**config.mk**
```make
export PLATFORM = sky130hd
export DESIGN_NAME = store_buffer
export DESIGN_NICKNAME = d
export VERILOG_FILES = /design/src/rtl/store_buffer_pkg.sv /design/src/rtl/store_buffer_match.sv /design/src/rtl/store_buffer.sv
export SDC_FILE = /design/constraint.sdc
export NUM_CORES = 1
export LEC_CHECK = 0
export CAP_MARGIN = 20
export CORE_MARGIN = 5
export CORE_UTILIZATION = 50
export DETAILED_ROUTE_END_ITERATION = 10
export PLACE_DENSITY_LB_ADDON = 0.15
export SETUP_SLACK_MARGIN = 0.05
export SLEW_MARGIN = 25
export SYNTH_ARGS = -nofsm -noshare
export SYNTH_HDL_FRONTEND = slang
export SYNTH_SLANG_ARGS = --single-unit
```
**constraint.sdc**
```tcl
create_clock -name clk -period 14.6 [get_ports clk]
set_clock_uncertainty 0.1 [all_clocks]
set_input_delay 2.92 -clock clk [delete_from_list [all_inputs] [get_ports clk]]
set_output_delay 2.92 -clock clk [all_outputs]
set_load 0.05 [all_outputs]
```
**src/rtl/store_buffer_pkg.sv**
```systemverilog
// Shared types and helpers for the store buffer.
// Entry layout and byte-lane merge used by the top and its matcher.
package store_buffer_pkg;

  localparam int BYTES_PER_WORD = 4;
  localparam int SB_AWIDTH      = 30;
  localparam int SB_DWIDTH      = 32;

  typedef struct packed {
    logic                     valid;
    logic [SB_AWIDTH-1:0]     addr;
    logic [BYTES_PER_WORD-1:0] mask;
    logic [SB_DWIDTH-1:0]     data;
  } sb_entry_t;

  function automatic logic [SB_DWIDTH-1:0] byte_merge(
    input logic [SB_DWIDTH-1:0]      old_data,
    input logic [SB_DWIDTH-1:0]      new_data,
    input logic [BYTES_PER_WORD-1:0] mask
  );
    logic [SB_DWIDTH-1:0] r;
    r = old_data;
    for (int i = 0; i < BYTES_PER_WORD; i++) begin
      if (mask[i]) r[i*8 +: 8] = new_data[i*8 +: 8];
    end
    return r;
  endfunction

endpackage

```
**src/rtl/store_buffer_match.sv**
```systemverilog
// Per-entry word-address comparator against a probe address.
// Returns the hit vector and its OR reduction.
module store_buffer_match #(
  parameter int DEPTH  = 4,
  parameter int AWIDTH = 30
) (
  input  logic [DEPTH-1:0]             valid_vec,
  input  logic [DEPTH-1:0][AWIDTH-1:0] addr_vec,
  input  logic [AWIDTH-1:0]            probe_addr,
  output logic [DEPTH-1:0]             hit_vec,
  output logic                         hit_any
);

  always_comb begin
    hit_vec = '0;
    for (int i = 0; i < DEPTH; i++) begin
      hit_vec[i] = valid_vec[i] & (addr_vec[i] == probe_addr);
    end
  end

  assign hit_any = |hit_vec;

endmodule

```
**src/rtl/store_buffer.sv**
```systemverilog
// In-order store buffer between the store-mask stage and data memory.
// Combines into the youngest non-head entry and flags load hazards.
module store_buffer
  import store_buffer_pkg::*;
#(
  parameter int DEPTH  = 4,
  parameter int AWIDTH = SB_AWIDTH,
  parameter int DWIDTH = SB_DWIDTH
) (
  input  logic                       clk,
  input  logic                       rst,
  input  logic                       enq_valid_i,
  output logic                       enq_ready_o,
  input  logic [AWIDTH-1:0]          enq_addr_i,
  input  logic [3:0]                 enq_mask_i,
  input  logic [DWIDTH-1:0]          enq_data_i,
  output logic                       mem_req_valid_o,
  input  logic                       mem_req_ready_i,
  output logic [AWIDTH-1:0]          mem_req_addr_o,
  output logic [3:0]                 mem_req_mask_o,
  output logic [DWIDTH-1:0]          mem_req_data_o,
  input  logic                       ld_check_valid_i,
  input  logic [AWIDTH-1:0]          ld_check_addr_i,
  output logic                       ld_hazard_o,
  output logic                       empty_o,
  output logic [$clog2(DEPTH+1)-1:0] count_o
);

  localparam int PW = $clog2(DEPTH);
  localparam int CW = $clog2(DEPTH+1);

  sb_entry_t       ent [DEPTH];
  logic [PW-1:0]   head;
  logic [PW-1:0]   tail;
  logic [PW-1:0]   yng;
  logic [CW-1:0]   count;

  logic enq_fire;
  logic mask_nz;
  logic combine;
  logic push;
  logic deq;

  assign yng         = tail - PW'(1);
  assign enq_ready_o = (count != CW'(DEPTH));
  assign enq_fire    = enq_valid_i & enq_ready_o;
  assign mask_nz     = |enq_mask_i;

  // count >= 2 guarantees the youngest entry is never the head
  assign combine = enq_fire & mask_nz
                 & (count >= CW'(2))
                 & (ent[yng].addr == enq_addr_i);
  assign push    = enq_fire & mask_nz & ~combine;

  assign mem_req_valid_o = (count != '0);
  assign deq             = mem_req_valid_o & mem_req_ready_i;
  assign mem_req_addr_o  = ent[head].addr;
  assign mem_req_mask_o  = ent[head].mask;
  assign mem_req_data_o  = ent[head].data;

  assign empty_o = (count == '0);
  assign count_o = count;

  always_ff @(posedge clk) begin
    if (rst) begin
      head  <= '0;
      tail  <= '0;
      count <= '0;
      for (int i = 0; i < DEPTH; i++) begin
        ent[i].valid <= 1'b0;
      end
    end else begin
      if (deq) begin
        ent[head].valid <= 1'b0;
        head            <= head + PW'(1);
      end
      if (push) begin
        ent[tail].valid <= 1'b1;
        ent[tail].addr  <= enq_addr_i;
        ent[tail].mask  <= enq_mask_i;
        ent[tail].data  <= enq_data_i;
        tail            <= tail + PW'(1);
      end
      if (combine) begin
        ent[yng].mask <= ent[yng].mask | enq_mask_i;
        ent[yng].data <= byte_merge(ent[yng].data,
                                    enq_data_i,
                                    enq_mask_i);
      end
      count <= count + CW'(push) - CW'(deq);
    end
  end

  logic [DEPTH-1:0]             valid_vec;
  logic [DEPTH-1:0][AWIDTH-1:0] addr_vec;
  logic [DEPTH-1:0]             ld_hit_vec;
  logic                         ld_hit_any;

  always_comb begin
    valid_vec = '0;
    addr_vec  = '0;
    for (int i = 0; i < DEPTH; i++) begin
      valid_vec[i] = ent[i].valid;
      addr_vec[i]  = ent[i].addr;
    end
  end

  store_buffer_match #(
    .DEPTH  (DEPTH),
    .AWIDTH (AWIDTH)
  ) u_match (
    .valid_vec  (valid_vec),
    .addr_vec   (addr_vec),
    .probe_addr (ld_check_addr_i),
    .hit_vec    (ld_hit_vec),
    .hit_any    (ld_hit_any)
  );

  assign ld_hazard_o = ld_check_valid_i & ld_hit_any
                     & (ld_hit_vec != '0);

endmodule
```
==> flow_summary.yaml <==
routing:
  wire_per_inst_um: 26.2
  drt_iter0_drc: 694
  final_antenna_net_count: 0
  vias_per_cell: 6.02
  drt_first_pass_iters: 5
  drc: 0
  wl_um: 38100
  dr_total_vias: 8762
min_path:
  holdCritPathClass: "flop to flop"
  hp-start: "head[1]$_SDFFE_PP0P_"
  hold_depth: 2
sta:
  fmax_mhz: 114
  setup_violations: 0
  hold_violations: 0
  max_slew_margin: 0.417
  period_minus_slack_ps: 8740
  rsz0062_at_grt: "false"
  worst_pin_slew_ps: 875
  timing.final.ws_setup_ps: 5860
  whs_ps: 542
  tns_ps: 0
  fin_crit_sh: 0.599
  finalMaxSlewViolations: 0
synth:
  yosys.cell_types.count: 50
  synth_area_um2: 14500
  yosys_register_bits: 277
  syn_avg_cell_area_um2: 16.3
  synth-compound-area-share: 0.0233
  synth_nets: 994
  synthSimpleGateAreaFrac: 0.0691
  synth_edf_count: 268
  synth-seq-area-share: 0.567
  ys_warn_count: 0
  ys.flop_type: "edfxtp_1"
  synthAdderAreaFrac: 0.00397
  synth-xor-area-share: 0.0857
  muxShareOfSynthArea: 0.231
  async_flop_share: 0
  synthCells: 889
  synth_top_family_by_area: "multiplexers"
critical_path:
  rr_startpoint: "tail[0]$_SDFFE_PP0P_"
  arrival_ps: 5720
  worst-path-max-fanout: 4
  start_kind: "input pin"
  rrSetupSlack_ps: 9020
  reg2reg_to: "ent[3][20]$_DFFE_PP_"
  required_ps: 11580
  ff2ff_path_depth: 9
  end_kind: "output port"
  worstSetupPathType: "input pin to output port"
power_and_ir_drop:
  seqPwrFrac: 0.363
  p_leak_nw: 5.47
  p_sw_frac: 0.358
  power_frac_comb: 0.388
  powerDensity_nw_per_um2: 166
  p_int_mw: 1.88
  p_clk_frac: 0.249
  p_sw_mw: 1.05
  vdd.ir_drop.worst_v: 0.000106
layout:
  final_common_cell: "edfxtp_1"
  utilization: 0.613
  final_area_um2: 17600
  finalNetCount: 1152
  final_cell_mix: "edfxtp_1 (268), clkdlybuf4s50_1 (173), mux4_2 (117)"
  synthToLayoutAreaGrowth_pct: 21.3
  layout-drive-gt1-share: 0.218
die:
  ios: 174
  start_util: 0.506
  num_rows: 62
  die_h_um: 180
  dieArea_um2: 32500
  core_um2: 28700
  die_w_um: 180
placement:
  dp_hpwl_um: 25700
  dpl_cell_area_um2: 16700
  gp_congestion: 0.926
  pre_cts_ws_ps: 5880
  portBuffers: 173
cts:
  cts_hold_buffers: 0
  clkLatencyLatePin_ps: 540
  cts_buffers: 29
  clockBufferDepth: 3
  clock_sinks: 277
  ctsResizeCount: 0
  clk_pin_slew_ps: 60
  root_buffer: "clkbuf_16"
  post_cts_buffers: 0
  cts_tree: "built"
  h-tree-depth: 1
grt:
  gr-usage-all-layers: 0.230
  grt_overflow: 0
  grt_max_degree: 55
  grt_pass1_vias: 9385
  antenna_found_initial: 4
  grt_first_pass_wirelength_um: 58100
flow_run:
  cap_viol_max_count: 0
run_status:
  outcome: "finished clean"
==> layout make-up <==
class | count | area [um2]
diodes | 3 | 7.51
repair buffers | 188 | 1850
inverters | 8 | 30.0
fillers | 2188 | 11100
flip-flops and latches | 277 | 8240
multi-input cells | 543 | 6060
clock inverters | 19 | 190
clock buffers | 33 | 741
well taps | 384 | 480
==> power groups by stage <==
| stage | combinational, mW | clock [mW] | sequential (mW) |
|---|---|---|---|
| global placement | 1.14 | 0 | 1.08 |
| global route | 1.19 | 0.779 | 1.08 |
| finish | 1.14 | 0.729 | 1.06 |
| detailed placement | 1.14 | 0 | 1.08 |
| floorplan | 0.862 | 0 | 1.01 |
| CTS | 1.15 | 0.743 | 1.07 |
==> routing by layer <==
metal | vias up | share of wire | track usage
li1 | 3870 | - | -
met1 | 4520 | 0.40 | 0.302
met2 | 319 | 0.51 | 0.395
met3 | 49 | 0.066 | 0.0505
met4 | 4 | 0.019 | 0.0554
met5 | - | 0.00066 | 0
==> registers in the layout, summed over array words and instances, names as in the netlist, named ones only <==
name and cells:
ent 268, head 2, count_o 3, tail 2
==> synthesized netlist by cell type (all sizes together), types with 2 or more instances <==
cell type  number  share of area
a2111oi         3         0.0018
a21oi           2        0.00069
a221o           2         0.0014
a22o            3         0.0018
a22oi           2         0.0010
a2bb2oi         2         0.0012
buf            29         0.0099
clkbuf         32         0.0083
dfxtp           9          0.012
edfxtp        268           0.55
ha              3         0.0026
inv             8         0.0021
mux2           33          0.026
mux2i          34          0.023
mux4          117           0.18
nand2          13         0.0034
nand2b         14         0.0060
nand3           6         0.0021
nand3b          3         0.0016
nand4          27          0.012
nor2           25         0.0065
nor2b          32          0.014
nor3            4         0.0014
nor4           22          0.014
o2111ai         4         0.0024
o21ai           9         0.0031
o21bai          4         0.0021
o22ai           8         0.0034
o31ai           2         0.0010
or2             9         0.0039
or3             5         0.0022
or3b            2         0.0012
or4             2         0.0010
xnor2          90          0.054
xor2           52          0.031
==> worst max path at each step <==
| stage | start | endpoint | slack [ps] | cells after the start |
|---|---|---|---|---|
| floorplan | ld_check_addr_i[1] | ld_hazard_o | 6940 | 6 |
| global placement | ld_check_addr_i[14] | ld_hazard_o | 5880 | 7 |
| detailed placement | ld_check_addr_i[14] | ld_hazard_o | 5880 | 7 |
| CTS | ld_check_addr_i[14] | ld_hazard_o | 5870 | 7 |
| global route | ld_check_addr_i[14] | ld_hazard_o | 5830 | 7 |
| finish | ld_check_addr_i[14] | ld_hazard_o | 5860 | 7 |
==> through the flow <==
step / std cells / power, mW
final: 1455 / 2.93
after global placement: 1400 / 2.22
after detailed placement: 1400 / 2.22
after global routing: 1455 / 3.05
after floorplan: 889 / 1.87
after CTS: 1452 / 2.96
==> kinds of logic after synthesis <==
kind of cell,after synthesis
AO/OA/AOI/OAI,47
XOR/XNOR,142
adder cells (fa/ha/maj),4
buffers and inverters,69
flip-flops,277
multiplexers,184
AND/OR/NAND/NOR,166
==> critical path, cell delays in order <==
cell             delay (ps)
clkdlybuf4s50_1         510
xnor2_1                 440
nand4_1                 240
nor4_1                  280
nand4_1                 110
a41oi_1                 350
clkdlybuf4s50_1         870
No activity file was read; power rests on OpenSTA's default activity.
